$ cat config.mk
export PLATFORM = sky130hd
export DESIGN_NAME = divu_hilo_unit
export DESIGN_NICKNAME = d
export VERILOG_FILES = /design/src/rtl/divu_hilo_unit.sv
export SDC_FILE = /design/constraint.sdc
export NUM_CORES = 1
export LEC_CHECK = 0
export ABC_AREA = 1
export CAP_MARGIN = 20
export CORE_MARGIN = 3
export CORE_UTILIZATION = 45
export CTS_CLUSTER_DIAMETER = 120
export DETAILED_ROUTE_END_ITERATION = 8
export GPL_TIMING_DRIVEN = 1
export PLACE_DENSITY = 0.71
export REMOVE_ABC_BUFFERS = 1
export SETUP_SLACK_MARGIN = 0.15
export SYNTH_ARGS = -nofsm -noshare
export SYNTH_HDL_FRONTEND = slang
export SYNTH_SLANG_ARGS = --single-unit
$ cat constraint.sdc
create_clock -name i_clk -period 4.05 [get_ports i_clk]
set_input_delay 0.405 -clock i_clk [delete_from_list [all_inputs] [get_ports i_clk]]
set_output_delay 0.405 -clock i_clk [all_outputs]
set_load 0.01 [all_outputs]
$ cat src/rtl/divu_hilo_unit.sv
// Multi-cycle restoring unsigned divider feeding the HI/LO register pair.
// One quotient bit per DIV_CODE edge; OPEN_CODE in DONE commits rem->HI, quo->LO.
module divu_hilo_unit #(
  parameter int          WIDTH     = 32,
  parameter logic [5:0]  DIV_CODE  = 6'b011011,
  parameter logic [5:0]  OPEN_CODE = 6'b111111
) (
  input  logic             i_clk,
  input  logic             i_rst_n,
  input  logic [5:0]       i_ctrl,
  input  logic [WIDTH-1:0] i_dividend,
  input  logic [WIDTH-1:0] i_divisor,
  output logic             o_busy,
  output logic             o_ready,
  output logic             o_hilo_we,
  output logic [WIDTH-1:0] o_hi,
  output logic [WIDTH-1:0] o_lo
);

  localparam int CW = $clog2(WIDTH);

  typedef enum logic [1:0] {IDLE, RUN, DONE} state_t;

  state_t           r_state, w_state_nxt;
  logic [WIDTH-1:0] r_rem, r_quo, r_dsr, r_hi, r_lo;
  logic [CW-1:0]    r_cnt;
  logic             r_hilo_we;

  logic             w_div, w_open;
  logic [WIDTH-1:0] w_rem_src, w_quo_src, w_dsr_src, w_t;
  logic [WIDTH:0]   w_diff;
  logic [WIDTH-1:0] w_rem_nxt, w_quo_nxt;

  assign w_div  = (i_ctrl == DIV_CODE);
  assign w_open = (i_ctrl == OPEN_CODE);

  // The start edge iterates straight from {0, dividend} so no load cycle is lost.
  assign w_rem_src = (r_state == IDLE) ? '0 : r_rem;
  assign w_quo_src = (r_state == IDLE) ? i_dividend : r_quo;
  assign w_dsr_src = (r_state == IDLE) ? i_divisor : r_dsr;

  // rem < 2^(k+1) after iteration k, so dropping rem[MSB] never loses a set bit.
  assign w_t       = {w_rem_src[WIDTH-2:0], w_quo_src[WIDTH-1]};
  assign w_diff    = {1'b0, w_t} - {1'b0, w_dsr_src};
  assign w_rem_nxt = w_diff[WIDTH] ? w_t : w_diff[WIDTH-1:0];
  assign w_quo_nxt = {w_quo_src[WIDTH-2:0], ~w_diff[WIDTH]};

  always_ff @(posedge i_clk or negedge i_rst_n) begin
    if (!i_rst_n) r_state <= IDLE;
    else          r_state <= w_state_nxt;
  end

  always_comb begin
    w_state_nxt = r_state;
    unique case (r_state)
      IDLE: if (w_div) w_state_nxt = RUN;
      RUN: begin
        if (!w_div)                             w_state_nxt = IDLE;
        else if (r_cnt == CW'(WIDTH - 1))       w_state_nxt = DONE;
      end
      DONE: if (!w_div) w_state_nxt = IDLE;
      default: w_state_nxt = IDLE;
    endcase
  end

  always_ff @(posedge i_clk or negedge i_rst_n) begin
    if (!i_rst_n) begin
      r_rem     <= '0;
      r_quo     <= '0;
      r_dsr     <= '0;
      r_cnt     <= '0;
      r_hi      <= '0;
      r_lo      <= '0;
      r_hilo_we <= 1'b0;
    end else begin
      r_hilo_we <= 1'b0;
      unique case (r_state)
        IDLE: if (w_div) begin
          r_dsr <= i_divisor;
          r_rem <= w_rem_nxt;
          r_quo <= w_quo_nxt;
          r_cnt <= CW'(1);
        end
        RUN: if (w_div) begin
          r_rem <= w_rem_nxt;
          r_quo <= w_quo_nxt;
          r_cnt <= r_cnt + 1'b1;
        end
        DONE: if (w_open) begin
          r_hi      <= r_rem;
          r_lo      <= r_quo;
          r_hilo_we <= 1'b1;
        end
        default: ;
      endcase
    end
  end

  assign o_busy    = (r_state == RUN);
  assign o_ready   = (r_state == DONE);
  assign o_hilo_we = r_hilo_we;
  assign o_hi      = r_hi;
  assign o_lo      = r_lo;

endmodule

==> results.py, run 1 <==
metrics = {
    "placement": {
        "placed_cells": 1838,
        "gp_congestion": 0.908,
        "portBuffers": 138,
        "dp_hpwl_mm": 18.6,
        "place_ws_ps": 694,
    },
    "cells_and_area": {
        "syn_to_final_growth_pct": 21.5,
        "fillCellCount": 2152,
        "fin_nets": 1684,
        "multi_input_area_um2": 4780,
        "seqCellArea_um2": 4200,
        "drive_above_1_share_pct": 4.91,
        "n_antenna_cell": 0,
        "final_cells": 1870,
    },
    "worst_setup_path": {
        "timing.rr.end": "r_rem[21]",
        "crit_path_max_fanout": 42,
        "cpMostUsedCell": "nand2_4",
        "ff2ff_setup_slack_ps": 660,
        "critical_path_class": "register to register",
        "cp_cell_sequence": "nor2_4 -> nor2_1 -> a21oi_1 -> ha_1 -> inv_1 -> fa_1 -> nand2_1 -> nand3_1 -> nand3_2 -> nand2_4 -> nand2_2 -> nand2_4 -> nand2_4 -> nand2_8 -> nand2_4 -> o21ai_0 -> a21boi_2",
        "crit_family": "simple AND/OR/NAND/NOR gates",
        "crit_slowest_cell": "nor2_4",
        "worstSetupEndpointType": "register",
        "reg2reg_from": "r_state[0]",
        "startpoint_type": "register",
        "worst-path-buf-inv": 1,
        "worst_ep_required_time_ps": 4410,
        "slowest_delay_ps": 480,
        "arrival_ps": 3750,
        "r2r.worst_path.cells": 17,
    },
    "drt": {
        "vias": 9142,
        "post_drt_wl_per_cell_um": 13.6,
        "drt_pass1_iterations": 5,
        "drt_wl_total_mm": 25.4,
        "drt-initial-drc-count": 646,
        "antenna_left": 0,
        "vias_per_cell": 4.89,
        "drc": 0,
    },
    "power": {
        "powerDensity_nw_per_um2": 334,
        "power.total_uw": 4120,
        "cellLeakagePower_uw": 0.00650,
        "max-vdd-ir-drop_uv": 226,
        "p_clk_share_pct": 40.1,
        "switching_share_pct": 28.1,
        "seq_power_share_pct": 46.6,
        "p_switching_uw": 1160,
        "p_int_uw": 2960,
        "p_comb_share_pct": 13.3,
    },
    "synthesis": {
        "ys_top_cells_by_area": "dfrtp_1 (41%), nand2_1 (19%), o21ai_0 (8.8%)",
        "netlist_area_um2": 10200,
        "synthCells": 1467,
        "synth_flop_cell": "dfrtp_1",
        "synth_edf_count": 0,
        "yosysTopAreaCell": "dfrtp_1",
        "synth.distinct_cells": 35,
        "async_reset_ff_share_pct": 100,
        "synth_top_area_share_pct": 41.4,
        "synth-seq-cells": 168,
        "seq_area_frac_synth_pct": 41.4,
        "syn_area_per_cell_um2": 6.92,
        "ys.warnings.count": 0,
        "synth.most_common_cell": "nand2_1",
        "synth_common_cells": "nand2_1 (515), inv_1 (236), o21ai_0 (178), dfrtp_1 (168), nor2_1 (87)",
    },
    "global_route": {
        "use_met1_pct": 32.4,
        "antenna_found_initial": 0,
        "grt_pass1_vias": 8778,
        "met3_usage_pct": 3.15,
        "grt-busiest-layer": "met2",
        "gr-usage-all-layers_pct": 21.6,
        "grt_max_degree": 98,
        "grt_pass1_wl_mm": 42.8,
        "grt_overflow": 0,
        "met2_usage_pct": 33.2,
    },
    "floorplanning": {
        "ioPinCount": 139,
        "die_w_um": 156,
        "rows": 54,
        "core_um2": 22000,
        "fp.dieH_um": 156,
        "dieArea_um2": 24400,
        "initial_utilization_pct": 46.1,
    },
    "cts": {
        "clockRootBuffer": "clkbuf_16",
        "cts.htree.levels": 4,
        "postCtsSetupBuffers": 0,
        "hold_buffers": 0,
        "insertion_delay_ps": 430,
        "postCtsResizedCells": 0,
        "clk_pin_slew_ps": 70,
        "cts_made_buffers": 17,
        "cts_tree": "yes",
        "cts_buffer_depth": 2,
        "cts_sinks": 168,
    },
    "sta": {
        "fin_ws_ps": 662,
        "min_period_ps": 3390,
        "slew_headroom_pct": 40.2,
        "rsz0062_at_grt": "false",
        "setup_violations": 0,
        "period_share_pct": 83.7,
        "worst_pin_slew_ps": 897,
        "max_freq_mhz": 295,
        "fin_skew_ps": 8.54,
        "drv_slew": 0,
        "final_hold_viol_count": 0,
    },
    "hold_path": {
        "hold_class": "input pin to async pin",
    },
    "status": {
        "outcome": "finished, final reports clean",
    },
    "run": {
        "maxCapViolations": 0,
    },
}
==> power by group through the flow <==
stage	Combinational (uW)	Clock [uW]	Sequential, uW
final	548	1650	1920
after global routing	646	1770	1940
after CTS	555	1690	1920
after detailed placement	551	0	1950
after global placement	540	0	1950
after floorplan	339	0	1940
==> cells by family after synthesis <==
group	after synthesis	synth area share, %
buffers and inverters	299	11.6
xor gates and xnor gates	15	1.29
and+or+nand+nor	683	27.4
DFF	168	41.4
AOI/OAI and AO/OA	267	13.9
adders and majority gates	35	4.39
==> sequential cells by signal, indices dropped and copies added, names as in the netlist <==
signal,flops
r_quo,32
r_state,2
r_dsr,32
o_hi,32
r_cnt,5
r_rem,32
o_lo,32
o_hilo_we,1
==> cell usage in the layout (no fill, tap or decap), drive strengths merged, types with 2 or more instances in the layout <==
| cell | synthesis | routed |
|---|---|---|
| a21boi | 8 | 8 |
| a21oi | 33 | 33 |
| buf | 22 | 12 |
| clkbuf | 36 | 18 |
| clkdlybuf4s50 | 0 | 137 |
| clkinv | 1 | 5 |
| clkinvlp | 0 | 4 |
| dfrtp | 168 | 168 |
| ha | 34 | 34 |
| inv | 240 | 245 |
| nand2 | 523 | 523 |
| nand3 | 53 | 53 |
| nand4 | 9 | 9 |
| nor2 | 92 | 92 |
| nor3 | 3 | 3 |
| o211ai | 2 | 2 |
| o21ai | 220 | 220 |
| o21bai | 3 | 3 |
| xnor2 | 11 | 11 |
| xor2 | 4 | 4 |
==> cell type report <==
class | instances | share of cell area [%]
clock inverters | 14 | 1.33
clock buffers | 18 | 3.48
repair buffers | 149 | 12.2
inverters | 241 | 7.33
well taps | 280 | 2.84
flip-flops and latches | 168 | 34.1
multi-input cells | 1000 | 38.8
==> worst max-delay path by stage <==
stage,startpoint,end,slack [ps],cells past startpoint
6_report,r_state[0],r_rem[21],660,17
2_1_floorplan,r_state[0],r_rem[12],-3690,15
5_1_grt,r_state[0],r_rem[21],330,17
3_3_place_gp,r_state[0],r_rem[21],780,13
3_5_place_dp,r_state[0],r_rem[21],690,17
4_1_cts,r_state[0],r_rem[21],680,17
==> through the flow <==
stage               setup TNS [ps]  utilization (%)  hold WS, ps  cell area, um^2
floorplan                  -163880                -          109             9880
global placement                 0             53.3          448            11700
detailed placement               0             53.3          455            11700
CTS                              0             56.0          105            12300
global route                     0             56.0          131            12300
finish                           0             56.0         75.9            12300
==> layer usage <==
metal | wire [um] | share of wire [%]
met5 | 0 | 0
met4 | 270 | 1.1
met3 | 996 | 3.9
met2 | 11000 | 43
met1 | 13100 | 52
No activity file was read; power rests on OpenSTA's default activity.
==> run 2, diff against run 1 <==
--- a/config.mk
+++ b/config.mk
@@ -12,7 +12,7 @@
 export CTS_CLUSTER_DIAMETER = 120
 export DETAILED_ROUTE_END_ITERATION = 8
 export GPL_TIMING_DRIVEN = 1
-export PLACE_DENSITY = 0.71
+export PLACE_DENSITY = 0.73
 export REMOVE_ABC_BUFFERS = 1
 export SETUP_SLACK_MARGIN = 0.15
 export SYNTH_ARGS = -nofsm -noshare
==> constraint.sdc (replaced) <==
create_clock -name i_clk -period 2.91 [get_ports i_clk]
set_input_delay 0.291 -clock i_clk [delete_from_list [all_inputs] [get_ports i_clk]]
set_output_delay 0.291 -clock i_clk [all_outputs]
set_load 0.01 [all_outputs]
==> results.py, run 2 (same netlist as run 1, synthesis figures left out) <==
metrics = {
    "status": {
        "outcome": "finished, final reports clean",
    },
    "cts": {
        "insertion_delay_ps": 440,
        "clockRootBuffer": "clkbuf_16",
        "cts_tree": "yes",
        "cts_sinks": 168,
        "clk_pin_slew_ps": 70,
        "cts_made_buffers": 17,
        "cts_buffer_depth": 2,
        "cts.htree.levels": 4,
    },
    "sta": {
        "setup_violations": 0,
        "max_freq_mhz": 357,
        "setup_tns_ps": 0,
        "min_period_ps": 2800,
        "rsz0062_at_grt": "true",
        "fin_skew_ps": 12.3,
        "final_hold_viol_count": 0,
        "slew_headroom_pct": 56.2,
        "worst_pin_slew_ps": 657,
        "drv_slew": 0,
        "fin_ws_ps": 107,
        "period_share_pct": 96.3,
    },
    "cells_and_area": {
        "syn_to_final_growth_pct": 30.1,
        "fin_nets": 1750,
        "multi_input_area_um2": 5060,
        "n_antenna_cell": 0,
        "seqCellArea_um2": 4200,
        "most-common-layout-cells": "nand2_1 (486), inv_1 (233), dfrtp_1 (168)",
        "drive_above_1_share_pct": 12.9,
        "fillCellCount": 2033,
        "final_common_cell": "nand2_1",
    },
    "drt": {
        "drt-initial-drc-count": 703,
        "post_drt_wl_per_cell_um": 14.1,
        "vias_per_cell": 4.96,
        "met2WireLength_mm": 12.5,
        "dr_wl_met3_mm": 1.83,
        "drt_wl_total_mm": 27.2,
        "wl_met1_mm": 12.5,
        "drt_pass1_iterations": 5,
        "antenna_left": 0,
        "drc": 0,
        "vias": 9612,
        "dr.max_layer_used": "met4",
    },
    "worst_setup_path": {
        "worst_ep_required_time_ps": 3280,
        "crit_slowest_cell": "dfrtp_1",
        "critical_path_class": "register to register",
        "startpoint_type": "register",
        "cpMostUsedCell": "nand2_1",
        "crit_path_max_fanout": 12,
        "cp_cell_sequence": "nor2_4 -> buf_12 -> buf_16 -> buf_6 -> nor2_1 -> ha_1 -> nand2_1 -> nand2_2 -> inv_1 -> nand2_1 -> nand2_1 -> nand2_2 -> a21oi_4 -> nand2_8 -> buf_12 -> buf_6 -> a21oi_2 -> o21ai_1 -> nand2_1",
        "worstSetupEndpointType": "register",
        "arrival_ps": 3170,
        "slowest_delay_ps": 410,
    },
    "floorplanning": {
        "fp.dieH_um": 156,
        "core_um2": 22000,
        "dieArea_um2": 24400,
        "initial_utilization_pct": 46.1,
        "die_w_um": 156,
        "ioPinCount": 139,
        "rows": 54,
    },
    "global_route": {
        "antenna_found_initial": 0,
        "grt_overflow": 0,
        "gr-usage-all-layers_pct": 22.7,
        "grt_max_degree": 102,
        "grt_pass1_vias": 9056,
        "grt_pass1_wl_mm": 44.7,
    },
    "placement": {
        "gp_congestion": 0.940,
        "dp_hpwl_mm": 19.2,
        "portBuffers": 138,
        "place_ws_ps": 59.1,
    },
    "power": {
        "cellLeakagePower_uw": 0.00693,
        "powerDensity_nw_per_um2": 436,
        "max-vdd-ir-drop_uv": 358,
    },
    "run": {
        "maxCapViolations": 0,
    },
    "hold_path": {
        "hold_class": "input pin to async pin",
    },
}
## run 2: per-layer routing
| metal | global-route usage (%) | up-vias |
|---|---|---|
| li1 | - | 4884 |
| met1 | 32.4 | 4376 |
| met2 | 36.7 | 316 |
| met3 | 2.96 | 36 |
| met4 | 5.67 | 0 |
| met5 | 0 | - |
## run 2: metrics by stage
step | cell area [um^2] | instances | hold WS (ps) | utilization, % | power, uW
CTS | 12900 | 1923 | 374 | 58.6 | 5770
global placement | 12000 | 1867 | 276 | 54.4 | 3480
floorplan | 9880 | 1409 | -4.59 | - | 3170
detailed placement | 12000 | 1867 | 274 | 54.4 | 3510
finish | 13200 | 1936 | 370 | 60.0 | 5760
global route | 13200 | 1936 | 401 | 60.0 | 6060
## run 2: layout make-up
| class | instances | share of cell area (%) |
|---|---|---|
| multi-input combinational | 1001 | 38.3 |
| timing repair buffer | 214 | 16.1 |
| sequential | 168 | 31.8 |
| clock inverter | 14 | 1.03 |
| inverter | 241 | 6.85 |
| clock buffer | 18 | 3.32 |
| tap | 280 | 2.65 |
## run 2: final timing paths
| check | from | to | slack, ps | depth (start not counted) |
|---|---|---|---|---|
| min in group i_clk | i_divisor[13] | r_dsr[13] | 420 | 3 |
| max reg2reg | r_state[0] | r_rem[4] | 110 | 19 |
| min reg2reg | r_cnt[3] | r_cnt[3] | 480 | 1 |
| min | i_rst_n | o_lo[24] | 370 | 2 |
| max in group asynchronous | i_rst_n | r_rem[17] | 1750 | 3 |
| max | r_state[0] | r_rem[4] | 110 | 19 |
## run 2: report_power, final
group	internal (uW)	leakage (uW)	total, uW	switching, uW
clock	1160	0.000278	2230	1070
sequential	2580	0.00218	2680	93.7
combinational	372	0.00447	858	485
total	4110	0.00693	5760	1650
## run 2: worst max-delay path, delay by kind of cell, from the launching register on
kind / cells / cell delay [ps]
DFF: 1 / 410
AOI/OAI and AO/OA: 3 / 400
buffers and inverters: 6 / 730
adders and majority gates: 1 / 360
and+or+nand+nor: 9 / 830
## run 2: timing repair
item,in CTS,in global routing
hold buffers,1,0
gates resized for setup,31,65
pin swaps,17,26
cloned,3,0
buffers inserted,20,13
hold endpoints to repair,50,0
setup endpoints to repair,27,33
